File: config.mk
export PLATFORM = sky130hd
export DESIGN_NAME = serial_add_sub
export DESIGN_NICKNAME = d
export VERILOG_FILES = /design/src/rtl/serial_add_sub.sv
export SDC_FILE = /design/constraint.sdc
export NUM_CORES = 1
export LEC_CHECK = 0
export BUFFER_PORTS_ARGS = -buffer_cell sky130_fd_sc_hd__buf_4
export CORE_MARGIN = 2
export CORE_UTILIZATION = 57
export DETAILED_ROUTE_END_ITERATION = 10
export GPL_ROUTABILITY_DRIVEN = 0
export PLACE_DENSITY = 0.83
export SYNTH_ARGS = -nofsm -noshare
export SYNTH_HDL_FRONTEND = slang
export SYNTH_SLANG_ARGS = --single-unit
File: constraint.sdc
create_clock -name clk -period 4.7 [get_ports clk]
set_input_delay 0.47 -clock clk [delete_from_list [all_inputs] [get_ports clk]]
set_output_delay 0.47 -clock clk [all_outputs]
set_load 0.03 [all_outputs]
File: src/rtl/serial_add_sub.sv
// Digit-serial WIDTH-bit adder/subtracter: one 4-bit nibble per clock, LSB nibble first,
// with the inter-nibble carry held in a register and valid/ready handshakes on both sides.
module serial_add_sub #(
    parameter int WIDTH = 16
) (
    input  logic             clk,
    input  logic             rst_n,
    input  logic             in_valid,
    output logic             in_ready,
    input  logic [WIDTH-1:0] a,
    input  logic [WIDTH-1:0] b,
    input  logic             ci,
    input  logic             sub,
    output logic             out_valid,
    input  logic             out_ready,
    output logic [WIDTH-1:0] s,
    output logic             co,
    output logic             ov
);

    localparam int N  = WIDTH / 4;
    localparam int CW = (N > 1) ? $clog2(N) : 1;

    typedef enum logic [1:0] {
        IDLE,
        RUN,
        DONE
    } state_t;

    state_t           r_state;
    state_t           w_next;
    logic [WIDTH-1:0] r_a;
    logic [WIDTH-1:0] r_b;
    logic [WIDTH-1:0] r_s;
    logic             r_ci;
    logic             r_sub;
    logic             r_carry;
    logic             r_co;
    logic             r_ov;
    logic [CW-1:0]    r_cnt;

    logic             w_accept;
    logic             w_lastNib;
    logic [3:0]       w_aNib;
    logic [3:0]       w_bNib;
    logic             w_cin;
    logic [4:0]       w_sum;

    assign in_ready  = rst_n && (r_state == IDLE);
    assign w_accept  = in_valid && in_ready;
    assign w_lastNib = (r_cnt == CW'(N - 1));
    assign out_valid = (r_state == DONE);
    assign s         = r_s;
    assign co        = r_co;
    assign ov        = r_ov;

    // Single 4-bit slice; subtraction inverts b and the nibble-0 carry-in.
    always_comb begin
        w_aNib = r_a[{r_cnt, 2'b00} +: 4];
        w_bNib = r_b[{r_cnt, 2'b00} +: 4] ^ {4{r_sub}};
        w_cin  = (r_cnt == '0) ? (r_ci ^ r_sub) : r_carry;
        w_sum  = {1'b0, w_aNib} + {1'b0, w_bNib} + {4'b0000, w_cin};
    end

    always_ff @(posedge clk) begin
        if (!rst_n) begin
            r_state <= IDLE;
        end else begin
            r_state <= w_next;
        end
    end

    always_comb begin
        w_next = r_state;
        case (r_state)
            IDLE:    if (w_accept) w_next = RUN;
            RUN:     if (w_lastNib) w_next = DONE;
            DONE:    if (out_ready) w_next = IDLE;
            default: w_next = IDLE;
        endcase
    end

    // Operand capture and per-nibble result/carry accumulation.
    always_ff @(posedge clk) begin
        if (!rst_n) begin
            r_a     <= '0;
            r_b     <= '0;
            r_ci    <= 1'b0;
            r_sub   <= 1'b0;
            r_s     <= '0;
            r_co    <= 1'b0;
            r_ov    <= 1'b0;
            r_carry <= 1'b0;
            r_cnt   <= '0;
        end else begin
            case (r_state)
                IDLE: begin
                    if (w_accept) begin
                        r_a   <= a;
                        r_b   <= b;
                        r_ci  <= ci;
                        r_sub <= sub;
                        r_cnt <= '0;
                    end
                end
                RUN: begin
                    r_s[{r_cnt, 2'b00} +: 4] <= w_sum[3:0];
                    r_carry                  <= w_sum[4];
                    if (w_lastNib) begin
                        r_co <= w_sum[4];
                        r_ov <= (r_a[WIDTH-1] == (r_b[WIDTH-1] ^ r_sub)) &&
                                (w_sum[3] != r_a[WIDTH-1]);
                    end else begin
                        r_cnt <= r_cnt + 1'b1;
                    end
                end
                default: begin
                end
            endcase
        end
    end

endmodule
# --- Yosys cells after proc, flatten, opt, wreduce, memory -nomap -nowiden ---
# Cells that the tools add are included.
word_totals:
  inputBits: 38
  regBits: 57
  word_cells: 49
op_classes:
  bitwise: 3
  reduce_logical: 10
  n_eq_ne: 9
  add_sub_neg: 4
  muxes: 9
  n_shift: 4
ops:
  columns: ["operator", "count"]
  rows:
  - ["$shiftx A16 B5 Y4", 2]
  - ["$bwmux W16", 1]
  - ["$shift A4 B6 Y16 const A", 1]
  - ["$shiftx A4 B6 Y16", 1]
  - ["$mux W2", 5]
  - ["$ne A2 B2 Y1 const B", 3]
  - ["$neg A4 Y6", 1]
  - ["$pmux W2 S3", 1]
  - ["$reduce_and A3 Y1", 2]
  - ["$add A4 B4 Y5", 1]
  - ["$add A5 B1 Y5", 1]
  - ["$eq A2 B2 Y1 const B", 2]
  - ["$logic_not A2 Y1", 2]
  - ["$pmux W2 S2", 1]
  - ["$reduce_and A2 Y1", 2]
  - ["$xor A4 B4 Y4", 1]
  - ["$logic_and A1 B1 Y1", 3]
  - ["$add A2 B1 Y2 const B", 1]
  - ["$eq A2 B1 Y1 const B", 1]
  - ["$ne A2 B1 Y1 const B", 1]
  - ["$reduce_bool A2 Y1", 1]
  - ["$xor A1 B1 Y1", 2]
  - ["$eq A1 B1 Y1", 1]
  - ["$mux W1", 1]
  - ["$ne A1 B1 Y1", 1]

# --- Logic depth before layout (Yosys ltp) ---
# Gate-level depths: netlist of run 1.
logic_depth:
  ltp_word: 6
  depth_mapped: 12
  ltp_nobuf: 10

# --- Worst setup path after synthesis of run 1 ---
# No wires, ideal clock.
synth_timing:
  path_type: "register to register"
  startpoint: "register r_cnt[0]"
  endpoint: "register r_s[2] (netlist: s[2])"
  arrival_ps: 2683
  synth_period_minus_slack_ps: 2749
  stages_incl_launch_ff: 13
  slack_ps: 1951
  required_time_ps: 4634
  path_cell_list: "dfxtp_1 -> buf_2 -> buf_2 -> inv_1 -> ha_1 -> nand2_1 -> o21ai_0 -> fa_1 -> fa_1 -> xnor2_1 -> nor4b_1 -> a21oi_1 -> nor2_1"
synth_via:
  elab_chain_cells: 6
  elab_cells_between_ends: 11
  classes_between: "add/sub (3); shift (4); mux (2); bitwise (1); reduce/logical (1)"
synth_lines:
  columns: ["item", "line_no", "text"]
  rows:
  - ["start: declaration", "40", "logic [CW-1:0] r_cnt;"]
  - ["start signal: assignment", "114", "r_cnt <= r_cnt + 1'b1;"]
  - ["$shiftx A16 B5 Y4", "60", "w_bNib = r_b[{r_cnt, 2'b00} +: 4] ^ {4{r_sub}};"]
  - ["$xor A4 B4 Y4", "60", null]
  - ["$add A4 B4 Y5", "62", "w_sum = {1'b0, w_aNib} + {1'b0, w_bNib} + {4'b0000, w_cin};"]
  - ["$add A5 B1 Y5", "62", null]
  - ["$shiftx A4 B6 Y16", "107", "r_s[{r_cnt, 2'b00} +: 4] <= w_sum[3:0];"]
  - ["$bwmux W16 *", "107", null]
  - ["end signal: indexed assignment", "107", null]
  - ["end: declaration", "34", "logic [WIDTH-1:0] r_s;"]
# Mark *: on every way between the ends. The rest lies on a longest branch, timed or not.
# A chain may end at the register's enable or synchronous reset.

# --- Worst setup path in the final report of run 1 ---
layout_timing:
  startpoint: "register r_cnt[1]"
  endpoint: "register r_s[2] (netlist: s[2])"
# The elaborated chain is that of the path after synthesis.

==> results.yml, run 1 <==
yosys:
  synthCells: 298
  synth_edf_count: 0
  synthFlopType: "dfxtp_1"
  synth_top_area_cell: "dfxtp_1"
  syn_area_um2: 2570
  seq_area_frac_synth_pct: 44.4
  avgSynthCellArea_um2: 8.63
  netlist_top_cells_area: "dfxtp_1 44%, nand2_1 11%, o21ai_0 7.2%, mux4_2 7.0%, ha_1 3.9%"
  ys_types: 39
  async_flop_share_pct: 0
  synth_top_area_share_pct: 44.4
  ys_warn_count: 0
  yosysMostFrequentCell: "nand2_1"
  syn_nets: 346
  synthTopCellsByCount: "77 x nand2_1, 57 x dfxtp_1, 37 x o21ai_0"
  synth_seq_cells: 57
timing:
  worstMarginPinSlew_ns: 0.740
  relSlewSlack_pct: 50.1
  rsz0062_at_grt: "false"
  skew_ns: 0.00587
  fin_crit_ns: 3.09
  hold_viol_final: 0
  timing.fmax_mhz: 324
  setup_viol: 0
  fin_tns_setup_ns: 0
  finalCritPeriodShare_pct: 65.7
  slew_viol_final: 0
power_and_ir_drop:
  powerDensity_nw_per_um2: 347
  power_leakage_nw: 1.33
  p_sw_w: 0.000290
  intPower_w: 0.000809
  vdd.ir_drop.worst_v: 0.000231
  power_frac_seq_pct: 48.2
  p_comb_share_pct: 16.3
  swShare_pct: 26.4
  clockPowerShare_pct: 35.5
floorplanning:
  dieArea_um2: 5060
  io_pins: 58
  core_area_um2: 4350
  die_w_um: 71.2
  die_h_um: 71.2
  rows: 24
  start_util_pct: 59.1
cts:
  htree_levels: 3
  cts_resized: 0
  cts-root-buf: "clkbuf_8"
  cts_tree: "yes"
  holdBufCountCts: 0
  cts_buffers: 9
  clockBufferDepth: 2
  worstSkewPairLatency_ns: 0.34
  clkTransAtPathRegs_ns: 0.06
  cts_sinks: 57
  post_cts_buffers: 0
placement:
  port-buffer-count: 57
  place_area_um2: 3010
  dp_hpwl_mm: 3.88
worst_setup_path:
  crit_path_cell_trace: "inv_1, ha_1, nand2_1, o21ai_0, fa_1, fa_1, xnor2_1, nor4b_1, a21oi_1, nor2_1"
  worstSetupEndpointType: "flip-flop"
  critPathSlowestCell: "dfxtp_1"
  timing.rr.start: "r_cnt[1]$_SDFFE_PN0P_"
  cp_common_cell: "fa_1"
  crit_type: "flip-flop to flip-flop"
  reg2reg_slack_ns: 1.61
  arrival_ns: 3.36
  startpoint: "r_cnt[1]$_SDFFE_PN0P_"
  worstPathRequired_ns: 4.97
  startpoint_type: "flip-flop"
  max_stage_delay_ns: 0.67
  crit_fanout: 12
job:
  maxCapViolations: 0
global_route:
  grt_max_degree: 69
  grt_usage_pct: 23.5
  overflow: 0
  antenna_found_initial: 0
  grt_first_pass_wirelength_mm: 9.09
  grt_pass1_vias: 2008
finish:
  fin_util_pct: 72.8
  drive_above_1_share_pct: 23.6
  final_nets: 397
  syn2layout_area_growth_pct: 23.3
  final_area_um2: 3170
  antenna_cells: 0
routing:
  dr.max_layer_used: "met4"
  met3_length_um: 232
  postRouteWirelength_mm: 5.44
  drtIter0Drc: 147
  drc: 0
  postRouteAntennaNets: 0
  dr.pass1.iters: 4
  wl_met1_mm: 2.44
  vias_per_cell: 5.39
  num_vias: 2177
  wl_per_cell_um: 13.5
  dr_wl_met2_mm: 2.68
outcome:
  status: "finished, final reports clean"
min_path:
  worstHoldStart: "a[14]"
  holdCritPathClass: "primary input to flip-flop"
[layout make-up]
class	instances	area [µm²]
multi-input combinational	213	1330
fill	341	1180
sequential	57	1140
timing repair buffer	59	443
clock buffer	14	163
tap	52	65.1
inverter	9	33.8
[critical path, delay by kind of cell (launching register included)]
| kind | cells | cell delay (ns) |
|---|---|---|
| xor+xnor | 1 | 0.40 |
| simple gates | 3 | 0.49 |
| compound gates | 2 | 0.16 |
| buf+inv | 1 | 0.17 |
| flops | 1 | 0.67 |
| fa+ha+maj | 3 | 1.11 |
[cells by family after synthesis]
group / after synthesis / share of synthesized area [%]
multiplexers: 10 / 7.79
buffers and inverters: 28 / 4.67
flip-flops: 57 / 44.4
XOR/XNOR: 7 / 2.38
AO/OA/AOI/OAI: 62 / 14.3
AND/OR/NAND/NOR: 124 / 21.1
adder cells (fa/ha/maj): 10 / 5.45
[final timing paths]
check,to,cells past startpoint
setup / recovery,s[2]$_SDFFE_PN0P_,10
hold / removal,r_a[14]$_SDFFE_PN0P_,3
setup reg to reg,s[2]$_SDFFE_PN0P_,10
hold reg to reg,s[4]$_SDFFE_PN0P_,2
[registers in the layout, summed over array words and instances, names as in the netlist]
register / flops
r_carry: 1
r_ci: 1
r_cnt: 2
r_a: 16
r_b: 16
co: 1
r_state: 2
ov: 1
s: 16
r_sub: 1
[cells in the final DEF (no fill, tap or decap), types with 3 or more instances in the layout]
master / Yosys / final
nand2_1: 77 / 77
buf_4: 0 / 59
dfxtp_1: 57 / 57
o21ai_0: 37 / 37
nor2_1: 23 / 23
clkbuf_8: 0 / 11
inv_1: 8 / 8
mux4_2: 8 / 8
ha_1: 8 / 8
a21oi_1: 7 / 7
xor2_1: 4 / 4
nand2b_1: 4 / 4
a32oi_1: 4 / 4
xnor2_1: 3 / 3
nor4_1: 3 / 3
a22oi_1: 3 / 3
clkbuf_1: 7 / 3
[power groups by stage]
stage / sequential (W) / clock (W) / combinational, W
after floorplan: 0.000536 / 0 / 0.000122
after CTS: 0.000529 / 0.000395 / 0.000181
after global routing: 0.000533 / 0.000416 / 0.000199
final: 0.000529 / 0.000390 / 0.000179
after detailed placement: 0.000540 / 0 / 0.000179
after global placement: 0.000539 / 0 / 0.000175
[per-layer routing]
metal | up-vias | track usage, %
met5 | - | 0
met4 | 0 | 12.6
met3 | 9 | 6.41
met2 | 55 | 36.8
met1 | 999 | 29.6
li1 | 1114 | -
[per-stage QoR]
step	setup slack (ns)	std cells	power, W	hold WS (ns)
2_1_floorplan	1.95	298	0.000658	0.433
3_3_place_gp	1.68	390	0.000713	0.441
3_5_place_dp	1.63	390	0.000719	0.449
4_1_cts	1.61	404	0.00111	0.316
5_1_grt	1.35	404	0.00115	0.323
6_report	1.61	404	0.00110	0.320
No activity file was read; power rests on OpenSTA's default activity.
==> run 2: changes to the inputs <==
--- a/config.mk
+++ b/config.mk
@@ -7,10 +7,10 @@
 export LEC_CHECK = 0
 export BUFFER_PORTS_ARGS = -buffer_cell sky130_fd_sc_hd__buf_4
 export CORE_MARGIN = 2
-export CORE_UTILIZATION = 57
+export CORE_UTILIZATION = 48
 export DETAILED_ROUTE_END_ITERATION = 10
 export GPL_ROUTABILITY_DRIVEN = 0
-export PLACE_DENSITY = 0.83
+export PLACE_DENSITY = 0.75
 export SYNTH_ARGS = -nofsm -noshare
 export SYNTH_HDL_FRONTEND = slang
 export SYNTH_SLANG_ARGS = --single-unit
==> constraint.sdc (replaced) <==
create_clock -name clk -period 2.7 [get_ports clk]
set_input_delay 0.27 -clock clk [delete_from_list [all_inputs] [get_ports clk]]
set_output_delay 0.27 -clock clk [all_outputs]
set_load 0.03 [all_outputs]
==> run 2 against run 1 <==
Against the previous run: clock-buffer cell count unchanged; die area grew 18%; clock skew down 0.0020 ns; global-route usage is 3.7 points lower; combinational power rose by 100%; wire length rose by 3.3%; critical endpoint unchanged; sequential cell count unchanged.
==> results.yml, run 2 (same netlist as run 1, synthesis figures left out) <==
finish:
  final_nets: 406
  drive_above_1_share_pct: 26.9
  nFillCells: 478
  fin_util_pct: 64.3
  syn2layout_area_growth_pct: 28.5
  final_cell_mix: "77 x nand2_1, 67 x buf_4, 56 x dfxtp_1"
  antenna_cells: 0
  final_common_cell: "nand2_1"
global_route:
  grt_usage_pct: 19.8
  grt_first_pass_wirelength_mm: 9.29
  grt_pass1_vias: 2057
  overflow: 0
  antenna_found_initial: 0
  grt_max_degree: 53
cts:
  clockBufferDepth: 2
  htree_levels: 3
  clkTransAtPathRegs_ns: 0.06
  cts-root-buf: "clkbuf_8"
  cts_tree: "yes"
  worstSkewPairLatency_ns: 0.34
  cts_buffers: 9
  cts_sinks: 57
  holdBufCountCts: 0
power_and_ir_drop:
  clockPowerShare_pct: 34.6
  power_frac_seq_pct: 46.8
  intPower_w: 0.00144
  p_sw_w: 0.000517
  swShare_pct: 26.4
  vdd.ir_drop.worst_v: 0.000355
  power_leakage_nw: 1.39
  powerDensity_nw_per_um2: 593
  p_comb_share_pct: 18.6
floorplanning:
  die_h_um: 77.2
  rows: 26
  io_pins: 58
  die_w_um: 77.2
  core_area_um2: 5140
  dieArea_um2: 5960
  start_util_pct: 50.0
routing:
  drc: 0
  drtIter0Drc: 79
  dr.pass1.iters: 4
  met3_length_um: 309
  wl_met1_mm: 2.57
  dr_wl_met2_mm: 2.59
  wl_per_cell_um: 13.0
  dr.max_layer_used: "met4"
  num_vias: 2217
  postRouteAntennaNets: 0
  postRouteWirelength_mm: 5.62
  vias_per_cell: 5.14
timing:
  slew_viol_final: 0
  hold_viol_final: 0
  fin_tns_setup_ns: 0
  setup_viol: 0
  skew_ns: 0.00386
  rsz0062_at_grt: "false"
  fin_ws_ns: 0.121
  relSlewSlack_pct: 67.4
  timing.fmax_mhz: 388
  fin_crit_ns: 2.58
  finalCritPeriodShare_pct: 95.5
  worstMarginPinSlew_ns: 0.486
job:
  maxCapViolations: 0
placement:
  dp_slack_ns: 0.0123
  port-buffer-count: 57
  dp_hpwl_mm: 3.95
worst_setup_path:
  reg2regPathDepth: 8
  worstPathRequired_ns: 2.97
  crit_type: "flip-flop to flip-flop"
  arrival_ns: 2.85
  crit_fanout: 4
  worstSetupEndpointType: "flip-flop"
  startpoint_type: "flip-flop"
min_path:
  holdCritPathClass: "primary input to flip-flop"
  holdPathStages: 3
outcome:
  status: "finished, final reports clean"
## run 2: metal layers
metal,GRT usage [%],up-vias
li1,-,1128
met1,25.3,1002
met2,30.3,72
met3,5.41,15
met4,10.9,0
met5,0,-
## run 2: path summary, 6_finish.rpt
kind	start	to	slack, ns
worst min register to register	s[4]$_SDFFE_PN0P_	s[4]$_SDFFE_PN0P_	0.45
worst max register to register	r_cnt[0]$_SDFFE_PN0P_	s[2]$_SDFFE_PN0P_	0.12
worst min-delay path	a[5]	r_a[5]$_SDFFE_PN0P_	0.12
worst max-delay path	r_cnt[0]$_SDFFE_PN0P_	s[2]$_SDFFE_PN0P_	0.12
## run 2: power by group through the flow
stage	logic [W]	clock network (W)	registers, W
floorplan	0.000219	0	0.000933
global placement	0.000336	0	0.000933
detailed placement	0.000341	0	0.000934
CTS	0.000347	0.000690	0.000916
global route	0.000398	0.000728	0.000923
finish	0.000365	0.000678	0.000917
## run 2: worst max-delay path, cell delays in order (launching register included)
cell	delay, ns
dfxtp_2	0.36
mux4_2	0.51
xnor2_1	0.16
fa_1	0.44
fa_2	0.38
xnor2_2	0.26
nor4b_4	0.23
a21oi_1	0.06
nor2_1	0.10
## run 2: final cells by class
| cell class | count | area [µm²] | area share, % |
|---|---|---|---|
| clock buffer | 14 | 163 | 4.92 |
| timing repair buffer | 68 | 523 | 15.8 |
| tap | 70 | 87.6 | 2.65 |
| multi-input combinational | 213 | 1360 | 41.0 |
| sequential | 57 | 1140 | 34.6 |
| inverter | 9 | 33.8 | 1.02 |
## run 2: what timing repair did
item | 4_1_cts | 5_1_grt
endpoints found under the setup margin | 1 | 8
pin swaps | 0 | 1
buffers inserted | 0 | 1
resized for setup | 1 | 4
## run 2: stage by stage
step                hold WS (ns)  instance area [µm²]  power (W)  instances
finish                     0.123                 3300    0.00196        431
global route               0.125                 3300    0.00205        431
CTS                        0.118                 3280    0.00195        430
detailed placement         0.447                 3110    0.00127        416
global placement           0.443                 3110    0.00127        416
floorplan                  0.379                 2580    0.00115        298
